$ cat config.mk
export PLATFORM = sky130hd
export DESIGN_NAME = cond_exec_unit
export DESIGN_NICKNAME = d
export VERILOG_FILES = /design/src/rtl/arm_pkg.sv /design/src/rtl/cond_check.sv /design/src/rtl/cond_exec_unit.sv
export SDC_FILE = /design/constraint.sdc
export NUM_CORES = 1
export LEC_CHECK = 0
export BUFFER_PORTS_ARGS = -buffer_cell sky130_fd_sc_hd__buf_2
export CORE_MARGIN = 3
export CORE_UTILIZATION = 57
export CTS_CLUSTER_DIAMETER = 50
export DETAILED_ROUTE_END_ITERATION = 8
export GPL_TIMING_DRIVEN = 0
export PLACE_DENSITY = 0.84
export REMOVE_ABC_BUFFERS = 1
export SKIP_LAST_GASP = 1
export SYNTH_ARGS = -nofsm -noshare
export SYNTH_HDL_FRONTEND = slang
export SYNTH_SLANG_ARGS = --single-unit
$ cat constraint.sdc
create_clock -name CLK -period 4.3 [get_ports CLK]
set_input_delay 0.43 -clock CLK [delete_from_list [all_inputs] [get_ports CLK]]
set_output_delay 0.43 -clock CLK [all_outputs]
set_load 0.005 [all_outputs]
$ cat src/rtl/arm_pkg.sv
// Shared ARM core definitions: condition codes and NZCV flag bit positions.
package arm_pkg;

   localparam logic [3:0] COND_EQ = 4'b0000;
   localparam logic [3:0] COND_NE = 4'b0001;
   localparam logic [3:0] COND_CS = 4'b0010;
   localparam logic [3:0] COND_CC = 4'b0011;
   localparam logic [3:0] COND_MI = 4'b0100;
   localparam logic [3:0] COND_PL = 4'b0101;
   localparam logic [3:0] COND_VS = 4'b0110;
   localparam logic [3:0] COND_VC = 4'b0111;
   localparam logic [3:0] COND_HI = 4'b1000;
   localparam logic [3:0] COND_LS = 4'b1001;
   localparam logic [3:0] COND_GE = 4'b1010;
   localparam logic [3:0] COND_LT = 4'b1011;
   localparam logic [3:0] COND_GT = 4'b1100;
   localparam logic [3:0] COND_LE = 4'b1101;
   localparam logic [3:0] COND_AL = 4'b1110;
   localparam logic [3:0] COND_NV = 4'b1111;

   localparam int unsigned FLAG_N = 3;
   localparam int unsigned FLAG_Z = 2;
   localparam int unsigned FLAG_C = 1;
   localparam int unsigned FLAG_V = 0;

endpackage

$ cat src/rtl/cond_check.sv
// Combinational ARM condition-field evaluation against NZCV flags.
module cond_check
   import arm_pkg::*;
(
   input  logic [3:0] Cond,
   input  logic [3:0] Flags,
   output logic       CondEx
);

   logic n, z, c, v;

   assign n = Flags[FLAG_N];
   assign z = Flags[FLAG_Z];
   assign c = Flags[FLAG_C];
   assign v = Flags[FLAG_V];

   // Decode the condition field; NV never executes.
   always_comb begin
      CondEx = 1'b0;
      case (Cond)
         COND_EQ: CondEx = z;
         COND_NE: CondEx = ~z;
         COND_CS: CondEx = c;
         COND_CC: CondEx = ~c;
         COND_MI: CondEx = n;
         COND_PL: CondEx = ~n;
         COND_VS: CondEx = v;
         COND_VC: CondEx = ~v;
         COND_HI: CondEx = c & ~z;
         COND_LS: CondEx = ~c | z;
         COND_GE: CondEx = (n == v);
         COND_LT: CondEx = (n != v);
         COND_GT: CondEx = ~z & (n == v);
         COND_LE: CondEx = z | (n != v);
         COND_AL: CondEx = 1'b1;
         COND_NV: CondEx = 1'b0;
         default: CondEx = 1'b0;
      endcase
   end

endmodule

$ cat src/rtl/cond_exec_unit.sv
// Execute-stage conditional execution: NZCV register, write-enable gating,
// E->M control register and exec/skip statistics counters.
module cond_exec_unit
   import arm_pkg::*;
#(
   parameter int unsigned CNT_W = 32
) (
   input  logic             CLK,
   input  logic             RESET,
   input  logic             ValidE,
   input  logic             AdvanceE,
   input  logic [3:0]       CondE,
   input  logic [1:0]       FlagWE,
   input  logic             PCSE,
   input  logic             RegWE,
   input  logic             MemWE,
   input  logic             NoWriteE,
   input  logic [3:0]       ALUFlags,
   output logic             CondExE,
   output logic [3:0]       Flags,
   output logic             PCSrcM,
   output logic             RegWriteM,
   output logic             MemWriteM,
   output logic [CNT_W-1:0] ExecCount,
   output logic [CNT_W-1:0] SkipCount
);

   logic fire;
   logic retire;

   cond_check u_cond_check (
      .Cond   (CondE),
      .Flags  (Flags),
      .CondEx (CondExE)
   );

   assign retire = ValidE & AdvanceE;
   assign fire   = retire & CondExE;

   // Architectural flags; N,Z and C,V groups written independently.
   always_ff @(posedge CLK or posedge RESET) begin
      if (RESET) begin
         Flags <= 4'b0000;
      end else if (fire) begin
         if (FlagWE[1]) begin
            Flags[FLAG_N] <= ALUFlags[FLAG_N];
            Flags[FLAG_Z] <= ALUFlags[FLAG_Z];
         end
         if (FlagWE[0]) begin
            Flags[FLAG_C] <= ALUFlags[FLAG_C];
            Flags[FLAG_V] <= ALUFlags[FLAG_V];
         end
      end
   end

   // M-stage controls; a stall pushes a bubble into M.
   always_ff @(posedge CLK or posedge RESET) begin
      if (RESET) begin
         PCSrcM    <= 1'b0;
         RegWriteM <= 1'b0;
         MemWriteM <= 1'b0;
      end else if (AdvanceE) begin
         PCSrcM    <= fire & PCSE;
         RegWriteM <= fire & RegWE & ~NoWriteE;
         MemWriteM <= fire & MemWE;
      end else begin
         PCSrcM    <= 1'b0;
         RegWriteM <= 1'b0;
         MemWriteM <= 1'b0;
      end
   end

   // Retirement statistics, wrapping counters.
   always_ff @(posedge CLK or posedge RESET) begin
      if (RESET) begin
         ExecCount <= '0;
         SkipCount <= '0;
      end else if (retire) begin
         if (CondExE) ExecCount <= ExecCount + CNT_W'(1);
         else         SkipCount <= SkipCount + CNT_W'(1);
      end
   end

endmodule
* Word-level counts from Yosys, hierarchy flattened
Cells that the tools add are included.
Word-level totals: flip-flop bits (word level) 71, bits in latches 0, RAM bits 0, ROM bits 0, output and inout port bits 72, memories kept 0
Cells by class: add/sub/neg operators 2, $mul 0, divide/modulo/power cells 0, $lt $le $gt $ge 0, equality and inequality tests 17, shifts and indexed selects 0, muxes and demuxes 4, bitwise operators 16, reduce and logical (&&, ||, !) cells 5
Operators by type and width (number):
- adder 32 x 1 -> 32 bit, second input constant | 2
- equality test 4 bit, second input constant | 8
- equality test 4 x 3 -> 1 bit, second input constant | 4
- one-hot mux 1 bit (16 select lines) | 1
- bitwise AND 1 bit | 8
- equality test 4 x 2 -> 1 bit, second input constant | 2
- AND reduction 2 bit | 4
- NOT 1 bit | 6
- equality test 4 x 1 -> 1 bit, second input constant | 1
- logical NOT 4 bit | 1
- two-way mux 1 bit | 3
- bitwise OR 1 bit | 2
- equality test 1 bit | 1
- != test 1 bit | 1

* Depth between registers and ports, before layout
Gate-level depths: netlist of the first run.
depth in word-level cells 7, gate-level depth with buffers 9, depth with buffers taken out 7

* By module
From an unflattened synthesis of the first run, not the netlist that was laid out.
Unflattened totals: cell total of the unflattened synthesis 301, area, all modules 3320.7 µm²
Modules (own cells, without submodules):
- cond_exec_unit | instances 1, cells an instance 278, area each 3165.5 µm²
- cond_check | instances 1, cells an instance 23, area each 155.1 µm²

* Worst setup path after synthesis of the first run
Ideal clock, no wire load.
path type input to output, from in CondE[3], to out CondExE, data arrival time 1513 ps, setup slack 2357 ps, stages on the path 7, path buffers 2, cells stage by stage xnor2_1 o311a_1 a31o_1 and2_4 buf_6 inv_2 buf_2
Between the ends: longest elaborated chain between the ends 2, elaborated cells on any way between the ends 17, those cells by class eq/ne: 15; mux: 1; reduce/logical: 1
RTL lines:
- start: declaration | RTL line cond_exec_unit.sv:12 | input logic [3:0] CondE,
- equality test 4 bit (tied with other cells) | RTL line cond_check.sv:20 | case (Cond)
- one-hot mux 1 bit (16 select lines) (*) | RTL line cond_check.sv:20
- end: declaration | RTL line cond_exec_unit.sv:19 | output logic CondExE,
Every way passes the cells marked *; elsewhere a longest branch is shown, timed or not.

* Worst setup path after layout of the first run
from reg Flags[1], to out CondExE
Between the ends: longest elaborated chain between the ends 3, elaborated cells on any way between the ends 4, those cells by class mux: 1; bitwise: 3
RTL lines:
- start: declaration | RTL line cond_exec_unit.sv:20 | output logic [3:0] Flags,
- start signal: indexed assignment | RTL line cond_exec_unit.sv:46 | Flags[FLAG_N] <= ALUFlags[FLAG_N];
- start signal: indexed assignment | RTL line cond_exec_unit.sv:47 | Flags[FLAG_Z] <= ALUFlags[FLAG_Z];
- start signal: indexed assignment | RTL line cond_exec_unit.sv:50 | Flags[FLAG_C] <= ALUFlags[FLAG_C];
- NOT 1 bit | RTL line cond_check.sv:24, cond_check.sv:30
- bitwise OR 1 bit | RTL line cond_check.sv:30 | COND_LS: CondEx = ~c | z;
- one-hot mux 1 bit (16 select lines) (*) | RTL line cond_check.sv:20
Marks and branches as above.

==> tab_implementation.tex, run 1 <==
\begin{tabular}{lr}
\hline
Metric & Value \\
\hline
\multicolumn{2}{l}{\textbf{Critical path}} \\
Crit-path cells & o311a\_1, a31o\_1, and2\_4, inv\_2, buf\_2 \\
Setup crit end kind & primary output \\
Crit-path leading delay family & buffers and inverters \\
Worst Path Buf+Inv & 2 \\
Type of the worst setup path & reg2out \\
CP max FO & 32 \\
Slowest cell on crit path & inv\_2 \\
Largest stage delay, worst path & 530 ps \\
Worst Setup Start Kind & flip-flop \\
Required time worst endpoint & 3870 ps \\
R2r endpoint & Flags[3] \\
Depth of the worst register-to-register path & 5 \\
Arrival time worst endpoint & 2300 ps \\
Worst setup slack for register-to-register paths & 1810 ps \\
Beginning of the worst register-to-register path & Flags[1] \\
\multicolumn{2}{l}{\textbf{Clock network}} \\
Number of gates resized after cts & 0 \\
Number of buffers inserted during clock tree synthesis & 9 \\
Clock-pin slew reported for the worst setup and hold paths after clock tree synthesis & 70 ps \\
Post-CTS Hold Fix Bufs & 0 \\
Clock insertion delay at the later pin of the skew report & 330 ps \\
H-tree depth & 3 \\
TritonCTS clock tree & built \\
CTS Buffer Depth & 2 \\
Num Clock Sinks & 71 \\
Number of setup buffers added after CTS & 0 \\
Clock tree root buffer cell & clkbuf\_8 \\
\multicolumn{2}{l}{\textbf{STA}} \\
Timing-limited maximum frequency & 366 MHz \\
Period utilisation layout & 63.6\% \\
Max-slew violation total from the final report & 0 \\
Final hold violation count & 0 \\
Min cycle time layout & 2730 ps \\
Setup total negative slack & 0 ps \\
Unrepaired setup endpoints after global routing & false \\
Slew at the pin closest to its max-slew limit & 1030 ps \\
Count of endpoints failing setup in the final report & 0 \\
Relative slew margins & 31.2\% \\
Layout Skew & 5.31 ps \\
Hold\_ws & 263 ps \\
\multicolumn{2}{l}{\textbf{Placed design}} \\
IO Port Bufs & 89 \\
Sum of net half-perimeters after detailed placement & 5380 um \\
Placer Congestion & 0.813 \\
Placed cell area & 0.00398 mm\^{}2 \\
\multicolumn{2}{l}{\textbf{Cells and area}} \\
Fraction of layout cells with a size suffix above 1 & 31.4\% \\
Final Cell Area & 0.00415 mm\^{}2 \\
Core Util, Final & 69.6\% \\
Final layout net count & 424 \\
Diode insertion count for antenna repair & 0 \\
Layout area overhead & 17.4\% \\
\multicolumn{2}{l}{\textbf{Floorplanning}} \\
Horizontal die dimension & 84.7 um \\
Row count & 28 \\
I/O pin cnt & 90 \\
Core area & 0.00596 mm\^{}2 \\
Initial core utilization & 59.3\% \\
Die Ht & 84.7 um \\
Area enclosed by the die boundary & 0.00717 mm\^{}2 \\
\multicolumn{2}{l}{\textbf{Detailed routing}} \\
DRT Pass-1 Iters & 4 \\
Post-route DRC violation count & 0 \\
Final WL & 7830 um \\
Number of vias after detailed routing & 2820 \\
Average routed wire per standard cell & 16.2 um \\
Via-to-Cell Ratio & 5.85 \\
Initial detailed-routing violation count & 135 \\
Remaining antenna violation count & 0 \\
\multicolumn{2}{l}{\textbf{Power}} \\
IR drop worst, VDD & 0.282 mV \\
Power per cell area & 398 mW/mm\^{}2 \\
Leak pwr & 2.17 nW \\
\multicolumn{2}{l}{\textbf{Synthesis}} \\
Number of flip-flops and latches in the synthesized netlist & 71 \\
Average instance area after synthesis & 11.1 um\^{}2 \\
Fraction of the yosys area taken by sequential cells & 50.3\% \\
Count of synthesis-stage warnings from yosys & 0 \\
Count of cell types in the netlist & 32 \\
Area of the mapped netlist & 0.00353 mm\^{}2 \\
Count of mapped cells out of synthesis & 319 \\
\multicolumn{2}{l}{\textbf{GRT}} \\
Number of antenna violations at the first check in global routing & 0 \\
First-pass GRT wire length & 13300 um \\
Number of global-route vias before repair & 2808 \\
Overflow left after global routing & 0 \\
Largest net degree at the start of global routing & 72 \\
Tot GR Track Use & 23.1\% \\
\multicolumn{2}{l}{\textbf{Flow run}} \\
Number of violations of the max-capacitance limit & 0 \\
\multicolumn{2}{l}{\textbf{Status}} \\
Result of the run & finished, final reports clean \\
\multicolumn{2}{l}{\textbf{Worst hold path}} \\
Min-delay worst type & in2async \\
\hline
\end{tabular}
## layout by cell type, fill, tap and decap left out
master	count
a31o_1	1
and4_1	4
clkbuf_8	11
nor2_1	13
nor3_1	17
mux2_2	6
nand4_1	27
mux2i_1	1
clkinv_2	1
nor3b_1	1
a21oi_1	1
and2_1	6
and4b_1	1
and2_4	1
xor2_1	44
nor4_1	2
nand4bb_1	1
or3_1	1
buf_2	89
xnor2_1	21
nand3b_1	1
dfrtp_1	71
inv_2	1
and3_1	15
clkbuf_1	2
o311a_1	1
inv_1	2
inv_4	1
nand3_2	1
nand3_1	25
ha_1	2
nand2_1	19
nor4_2	17
## logic make-up after synthesis
logic type                 share of synthesized area [%]
AOI/OAI and AO/OA                                  0.673
and+or+nand+nor                                     27.0
adders and majority gates                          0.709
xor gates and xnor gates                            16.1
DFF                                                 50.3
muxes                                               2.20
buffers and inverters                               2.98
## sequential cells by signal (all words and copies together) (netlist names)
signal / cells
ExecCount: 32
SkipCount: 32
Flags: 4
MemWriteM: 1
PCSrcM: 1
RegWriteM: 1
## Yosys cell counts
| library cell | instances | area (um^2) |
|---|---|---|
| nand3_1 | 25 | 125 |
| mux2i_1 | 1 | 10.0 |
| and4b_1 | 1 | 10.0 |
| nor2_1 | 13 | 48.8 |
| buf_2 | 3 | 15.0 |
| o311a_1 | 1 | 10.0 |
| a31o_1 | 1 | 8.76 |
| nor3b_1 | 1 | 7.51 |
| and2_4 | 1 | 8.76 |
| xor2_1 | 44 | 385 |
| nand3b_1 | 1 | 7.51 |
| nand4bb_1 | 1 | 11.3 |
| nor3_1 | 17 | 85.1 |
| buf_1 | 2 | 7.51 |
| inv_2 | 1 | 3.75 |
| ha_1 | 2 | 25.0 |
| nand3_2 | 1 | 10.0 |
| xnor2_1 | 21 | 184 |
| dfrtp_1 | 71 | 1780 |
| nand2_1 | 19 | 71.3 |
| and4_1 | 4 | 35.0 |
| mux2_2 | 6 | 67.6 |
| a21oi_1 | 1 | 5.00 |
| nor4_2 | 17 | 213 |
| nand4_1 | 27 | 169 |
| buf_6 | 4 | 45.0 |
| or3_1 | 1 | 6.26 |
| inv_1 | 3 | 11.3 |
| and3_1 | 15 | 93.8 |
| clkbuf_1 | 6 | 22.5 |
| and2_1 | 6 | 37.5 |
| nor4_1 | 2 | 12.5 |
## worst max-delay path by stage
stage | start | endpoint | cells past startpoint | slack (ps)
after floorplan | RESET | ExecCount[0] | 1 | 2070
after global placement | RESET | ExecCount[24] | 2 | 1260
after detailed placement | AdvanceE | Flags[1] | 5 | 1550
after CTS | Flags[3] | CondExE | 6 | 1550
after global routing | Flags[0] | CondExE | 6 | 1400
final | Flags[1] | CondExE | 5 | 1570
## area by class of cell
| class | instances | area [um^2] |
|---|---|---|
| Inverter | 4 | 17.5 |
| Multi-Input combinational cell | 229 | 1650 |
| Clock buffer | 13 | 159 |
| Fill cell | 461 | 1810 |
| Clock inverter | 1 | 5.00 |
| Timing Repair Buffer | 89 | 445 |
| Sequential cell | 71 | 1780 |
| Tap cell | 75 | 93.8 |
## where the power goes
part	leakage [nW]	switching, mW	internal [mW]	total (mW)
Clock	0.0854	0.226	0.234	0.460
Combinational	1.13	0.218	0.142	0.360
Sequential	0.956	0.0898	0.740	0.829
Total	2.17	0.534	1.12	1.65
## routing by layer
metal  vias up  GRT usage (%)  wire (um)
met5         -              0          0
met4         0           9.64        156
met3        16           6.67        647
met2       119           37.1       3830
met1      1384           29.3       3200
li1       1301              -          -
## per-stage QoR
step	setup WS (ps)	power, mW	instances
after floorplan	2070	1.04	304
after global placement	1260	1.19	468
after detailed placement	1550	1.21	468
after CTS	1550	1.66	482
after global routing	1400	1.74	482
final	1570	1.65	482
(Power assumes the default switching activity.)
==> run 2, diff against run 1 <==
Settings changed: CORE_UTILIZATION 57 to 53, PLACE_DENSITY 0.84 to 0.79.
Clock period 4.3 ns to 2.85 ns, I/O delays scaled along.
==> run 2 against run 1 <==
  * Via count fell by 0.53%
  * Critical endpoint unchanged
  * Routed wire length is 1.4% higher
  * Largest power group unchanged
  * Worst setup slack got worse by 1300 ps
  * Sequential power up 51%
  * Clock skew increased by 3.9 ps
  * Combinational power increased by 51%
==> tab_implementation.tex, run 2 (synthesis results as in run 1) <==
\begin{tabular}{lr}
\hline
Metric & Value \\
\hline
\multicolumn{2}{l}{\textbf{GRT}} \\
First-pass GRT wire length & 13200 um (-0.67\%) \\
Largest net degree at the start of global routing & 72 (unchanged) \\
Tot GR Track Use & 22.2\% (-0.91 points) \\
Number of antenna violations at the first check in global routing & 0 (unchanged) \\
Number of global-route vias before repair & 2739 (-2.5\%) \\
Overflow left after global routing & 0 (unchanged) \\
\multicolumn{2}{l}{\textbf{Clock network}} \\
Number of setup buffers added after CTS & 0 (unchanged) \\
Clock-pin slew reported for the worst setup and hold paths after clock tree synthesis & 80 ps (about the same) \\
H-tree depth & 3 (unchanged) \\
Post-CTS Hold Fix Bufs & 0 (unchanged) \\
Number of gates resized after cts & 0 (unchanged) \\
CTS Buffer Depth & 2 (unchanged) \\
TritonCTS clock tree & built \\
Clock insertion delay at the later pin of the skew report & 350 ps (+20 ps) \\
Num Clock Sinks & 71 (unchanged) \\
Number of buffers inserted during clock tree synthesis & 9 (unchanged) \\
Clock tree root buffer cell & clkbuf\_8 \\
\multicolumn{2}{l}{\textbf{STA}} \\
Final hold violation count & 0 (unchanged) \\
Relative slew margins & 30.4\% (-0.81 points) \\
Setup total negative slack & 0 ps (unchanged) \\
Timing-limited maximum frequency & 380 MHz \\
Max-slew violation total from the final report & 0 (unchanged) \\
Count of endpoints failing setup in the final report & 0 (unchanged) \\
Min cycle time layout & 2630 ps \\
Unrepaired setup endpoints after global routing & false \\
Slew at the pin closest to its max-slew limit & 1040 ps (+12.1 ps) \\
Period utilisation layout & 92.3\% \\
Layout Skew & 9.18 ps (+3.86 ps) \\
\multicolumn{2}{l}{\textbf{Detailed routing}} \\
Average routed wire per standard cell & 16.3 um (+0.52\%) \\
Post-route DRC violation count & 0 (unchanged) \\
Final WL & 7940 um (+1.4\%) \\
Number of vias after detailed routing & 2805 (-0.53\%) \\
DR top layer & met4 \\
DRT met1 WL & 3440 um (+7.4\%) \\
Via-to-Cell Ratio & 5.77 (-1.4\%) \\
Remaining antenna violation count & 0 (unchanged) \\
Metal3 WL & 461 um (-29\%) \\
DRT Pass-1 Iters & 4 (unchanged) \\
Initial detailed-routing violation count & 95 (-30\%) \\
Metal2 WL & 3870 um (+1.1\%) \\
\multicolumn{2}{l}{\textbf{Critical path}} \\
Required time worst endpoint & 2570 ps (-1300 ps) \\
Beginning of the worst register-to-register path & Flags[1] \\
R2r endpoint & Flags[1] \\
Worst setup slack for register-to-register paths & 350 ps (-1460 ps) \\
Setup crit end kind & primary output \\
Worst Setup Start Kind & flip-flop \\
Crit path launch & Flags[1] \\
Type of the worst setup path & reg2out \\
Worst Setup EP & CondExE \\
Arrival time worst endpoint & 2350 ps (+50 ps) \\
CP max FO & 32 (unchanged) \\
Depth of the worst register-to-register path & 5 (unchanged) \\
\multicolumn{2}{l}{\textbf{Cells and area}} \\
Fraction of layout cells with a size suffix above 1 & 32.3\% (+0.82 points) \\
Top flop regs & ExecCount (32), SkipCount (32), Flags (4) \\
Final layout net count & 424 (unchanged) \\
Layout area overhead & 18.5\% \\
Diode insertion count for antenna repair & 0 (unchanged) \\
Most frequent cells in the layout & 89 x buf\_2, 71 x dfrtp\_1, 44 x xor2\_1 \\
Leading cell type in the layout, fill and taps excluded & buf\_2 \\
Final Cell Area & 0.00418 mm\^{}2 (+0.88\%) \\
\multicolumn{2}{l}{\textbf{Power}} \\
Power per cell area & 621 mW/mm\^{}2 (+56\%) \\
Post-layout total power & 2.60 mW (+57\%) \\
IR drop worst, VDD & 0.429 mV (+52\%) \\
Leak pwr & 2.18 nW (+0.59\%) \\
\multicolumn{2}{l}{\textbf{Worst hold path}} \\
Min-delay worst type & in2async \\
\multicolumn{2}{l}{\textbf{Placed design}} \\
Placed cell area & 0.00398 mm\^{}2 (about the same) \\
Sum of net half-perimeters after detailed placement & 5400 um (+0.30\%) \\
Placer Congestion & 0.762 (-6.2\%) \\
IO Port Bufs & 89 (unchanged) \\
\multicolumn{2}{l}{\textbf{Floorplanning}} \\
Die Ht & 87.6 um (+3.4\%) \\
Area enclosed by the die boundary & 0.00767 mm\^{}2 (+7.0\%) \\
Core area & 0.00639 mm\^{}2 (+7.2\%) \\
Row count & 29 (+3.6\%) \\
Horizontal die dimension & 87.6 um (+3.4\%) \\
Initial core utilization & 55.3\% (-4.0 points) \\
I/O pin cnt & 90 (unchanged) \\
\multicolumn{2}{l}{\textbf{Flow run}} \\
Number of violations of the max-capacitance limit & 0 (unchanged) \\
\multicolumn{2}{l}{\textbf{Status}} \\
Result of the run & finished, final reports clean \\
\hline
\end{tabular}
## run 2: cell count changes in the layout (fill, tap and decap cells not counted), sizes merged
cell      previous run  this run
bufinv               0         1
clkinv               1         3
clkbuf              13        10
clkinvlp             0         2
## run 2: power breakdown
| part | switching, mW | leakage, nW | total (mW) | internal, mW |
|---|---|---|---|---|
| sequential | 0.131 | 0.956 | 1.25 | 1.12 |
| clock | 0.381 | 0.0981 | 0.804 | 0.423 |
| combinational | 0.332 | 1.13 | 0.545 | 0.213 |
| total | 0.844 | 2.18 | 2.60 | 1.75 |
## run 2: critical path, stage by stage, from the launching register on
cell and delay [ps]:
dfrtp_1 400, o311a_1 370, a31o_1 190, and2_4 240, inv_2 540, buf_2 230
## run 2: through the flow
| step | worst slack, ps | cells | hold slack [ps] | util, % |
|---|---|---|---|---|
| 2_1_floorplan | 713 | 304 | 414 | - |
| 3_3_place_gp | -74.1 | 470 | 453 | 62.3 |
| 3_5_place_dp | 215 | 470 | 460 | 62.4 |
| 4_1_cts | 204 | 486 | 123 | 65.5 |
| 5_1_grt | 97.1 | 486 | 134 | 65.5 |
| 6_report | 219 | 486 | 107 | 65.5 |
## run 2: cell type report
type	count	area, um^2
clock inverter	6	60.1
fill	534	2200
timing repair buffer	89	445
tap	77	96.3
inverter	4	17.5
sequential	71	1780
clock buffer	10	138
multi-input combinational	229	1650
## run 2: worst min-delay path by stage
| stage | start | endpoint | slack [ps] | cells after the start |
|---|---|---|---|---|
| after floorplan | MemWE | MemWriteM | 410 | 1 |
| after global placement | ExecCount[31] | ExecCount[31] | 450 | 1 |
| after detailed placement | SkipCount[31] | SkipCount[31] | 460 | 1 |
| after CTS | MemWE | MemWriteM | 120 | 2 |
| after global routing | MemWE | MemWriteM | 130 | 2 |
| final | RESET | SkipCount[24] | 110 | 2 |
## run 2: metal layers
metal,vias up,track usage (%)
met2,88,36.4
met3,17,5.08
met5,-,0
met4,0,8.37
met1,1402,28.7
li1,1298,-
==> run 3, diff against run 2 <==
Settings changed: BUFFER_PORTS_ARGS -buffer_cell sky130_fd_sc_hd__buf_2 to default, CORE_UTILIZATION 53 to 60, DONT_BUFFER_PORTS from default to 1, PLACE_DENSITY 0.79 to 0.75.
==> run 3 against run 2 <==
  * The flow now finishes with violations (hold timing)
  * Clock-buffer cell count up 1
  * Final area decreased by 9.4%
  * Flip-flop and latch count did not move
  * Utilization is 2.1 points higher
  * Power is 4.2% higher
  * Routed wire length fell by 5.5%
  * Critical path depth increased by 1
  * Global-route usage increased by 0.77 points
  * Worst hold slack lost 120 ps
  * Critical path type is now reg2reg
  * Largest power group unchanged
==> tab_implementation.tex, run 3 (synthesis results as in run 1) <==
\begin{tabular}{lr}
\hline
Metric & Value \\
\hline
\multicolumn{2}{l}{\textbf{Status}} \\
Result of the run & complete, but fails checks \\
Failing checks & hold timing \\
\multicolumn{2}{l}{\textbf{Detailed routing}} \\
Post-route DRC violation count & 0 (unchanged) \\
DR top layer & met4 \\
Number of vias after detailed routing & 2466 (-12\%) \\
Initial detailed-routing violation count & 98 (+3.2\%) \\
Metal2 WL & 3540 um (-8.5\%) \\
Remaining antenna violation count & 0 (unchanged) \\
Via-to-Cell Ratio & 6.29 (+9.0\%) \\
Final WL & 7500 um (-5.5\%) \\
Average routed wire per standard cell & 19.1 um (+17\%) \\
DRT met1 WL & 3270 um (-4.9\%) \\
DRT Pass-1 Iters & 4 (unchanged) \\
Metal3 WL & 585 um (+27\%) \\
\multicolumn{2}{l}{\textbf{Placed design}} \\
Placer Congestion & 0.741 (-2.8\%) \\
Sum of net half-perimeters after detailed placement & 4850 um (-10\%) \\
IO Port Bufs & 0 (-100\%) \\
Placed cell area & 0.00353 mm\^{}2 (-11\%) \\
\multicolumn{2}{l}{\textbf{GRT}} \\
Number of antenna violations at the first check in global routing & 0 (unchanged) \\
First-pass GRT wire length & 11900 um (-10\%) \\
Largest net degree at the start of global routing & 72 (unchanged) \\
Overflow left after global routing & 0 (unchanged) \\
Number of global-route vias before repair & 2399 (-12\%) \\
Tot GR Track Use & 22.9\% (+0.77 points) \\
\multicolumn{2}{l}{\textbf{Cells and area}} \\
Layout area overhead & 7.30\% \\
Diode insertion count for antenna repair & 0 (unchanged) \\
Leading cell type in the layout, fill and taps excluded & dfrtp\_1 \\
Top flop regs & ExecCount (32), SkipCount (32), Flags (4) \\
Fraction of layout cells with a size suffix above 1 & 13.4\% (-19 points) \\
Core Util, Final & 67.5\% (+2.1 points) \\
Most frequent cells in the layout & 71 x dfrtp\_1, 44 x xor2\_1, 27 x nand4\_1 \\
Final Cell Area & 0.00379 mm\^{}2 (-9.4\%) \\
Final layout net count & 335 (-21\%) \\
\multicolumn{2}{l}{\textbf{Power}} \\
Post-layout total power & 2.71 mW (+4.2\%) \\
IR drop worst, VDD & 0.433 mV (+0.90\%) \\
Power per cell area & 714 mW/mm\^{}2 (+15\%) \\
Leak pwr & 1.77 nW (-19\%) \\
\multicolumn{2}{l}{\textbf{Clock network}} \\
Clock-pin slew reported for the worst setup and hold paths after clock tree synthesis & 80 ps (about the same) \\
H-tree depth & 3 (unchanged) \\
Clock tree root buffer cell & clkbuf\_8 \\
Num Clock Sinks & 71 (unchanged) \\
Post-CTS Hold Fix Bufs & 0 (unchanged) \\
Number of gates resized after cts & 0 (unchanged) \\
Number of setup buffers added after CTS & 0 (unchanged) \\
Number of buffers inserted during clock tree synthesis & 9 (unchanged) \\
TritonCTS clock tree & built \\
CTS Buffer Depth & 2 (unchanged) \\
Clock insertion delay at the later pin of the skew report & 340 ps (about the same) \\
\multicolumn{2}{l}{\textbf{Critical path}} \\
Beginning of the worst register-to-register path & Flags[0] \\
Arrival time worst endpoint & 2790 ps (+440 ps) \\
Setup crit end kind & flip-flop \\
Required time worst endpoint & 3080 ps (+510 ps) \\
Slowest cell on crit path & a21oi\_1 \\
Crit-path leading delay family & compound AO/OA/AOI/OAI gates \\
Largest stage delay, worst path & 830 ps (+290 ps) \\
Type of the worst setup path & reg2reg \\
CP max FO & 14 (-56\%) \\
Crit path launch & Flags[0] \\
Worst Path Buf+Inv & 0 (-2) \\
Worst Setup Start Kind & flip-flop \\
Crit-path cells & nand4bb\_1, o311a\_1, a31o\_1, a21oi\_1, and2\_1, mux2\_2 \\
\multicolumn{2}{l}{\textbf{STA}} \\
Max-slew violation total from the final report & 0 (unchanged) \\
Count of endpoints failing setup in the final report & 0 (unchanged) \\
Setup total negative slack & 0 ps (unchanged) \\
Timing-limited maximum frequency & 391 MHz (+2.8\%) \\
Relative slew margins & 27.8\% (-2.6 points) \\
Unrepaired setup endpoints after global routing & false \\
Slew at the pin closest to its max-slew limit & 1080 ps (+38.9 ps) \\
Min cycle time layout & 2560 ps (-70.8 ps) \\
Period utilisation layout & 89.8\% (-2.5 points) \\
Layout Skew & 6.49 ps (-2.69 ps) \\
Hold\_ws & -14.8 ps (-122 ps) \\
Final hold violation count & 15 (+15) \\
\multicolumn{2}{l}{\textbf{Floorplanning}} \\
Horizontal die dimension & 82.7 um (-5.6\%) \\
Area enclosed by the die boundary & 0.00684 mm\^{}2 (-11\%) \\
Row count & 27 (-6.9\%) \\
I/O pin cnt & 90 (unchanged) \\
Initial core utilization & 62.9\% (+7.7 points) \\
Core area & 0.00561 mm\^{}2 (-12\%) \\
Die Ht & 82.7 um (-5.6\%) \\
\multicolumn{2}{l}{\textbf{Flow run}} \\
Number of violations of the max-capacitance limit & 0 (unchanged) \\
\multicolumn{2}{l}{\textbf{Worst hold path}} \\
Min-delay worst type & in2async \\
\hline
\end{tabular}
run 3: final timing paths:
check | to | slack [ps] | cells after the start
max in group asynchronous | SkipCount[5] | 2300 | 1
worst max-delay path | Flags[3] | 290 | 6
worst min register to register | SkipCount[31] | 500 | 1
min in group CLK | MemWriteM | 60 | 1
worst min-delay path | Flags[0] | -10 | 1
worst max register to register | Flags[3] | 290 | 6
run 3: per-layer routing:
metal | GRT usage (%) | vias up
met2 | 36.9 | 74
met5 | 0 | -
met3 | 8.46 | 9
met1 | 27.9 | 1247
li1 | - | 1136
met4 | 9.15 | 0
run 3: report_power, final:
part	switching (mW)	internal (mW)	total, mW
clock	0.390	0.630	1.02
sequential	0.169	1.11	1.28
combinational	0.269	0.134	0.402
total	0.828	1.88	2.71
run 3: per-stage QoR:
stage,instances,setup WS (ps)
2_1_floorplan,304,713
3_3_place_gp,376,73.4
3_5_place_dp,376,330
4_1_cts,392,317
5_1_grt,392,130
6_report,392,290
run 3: area by class of cell:
class,count,area [um^2]
well taps,72,90.1
clock inverters,5,104
flip-flops and latches,71,1780
fillers,459,1820
multi-input cells,229,1650
inverters,4,17.5
clock buffers,11,151
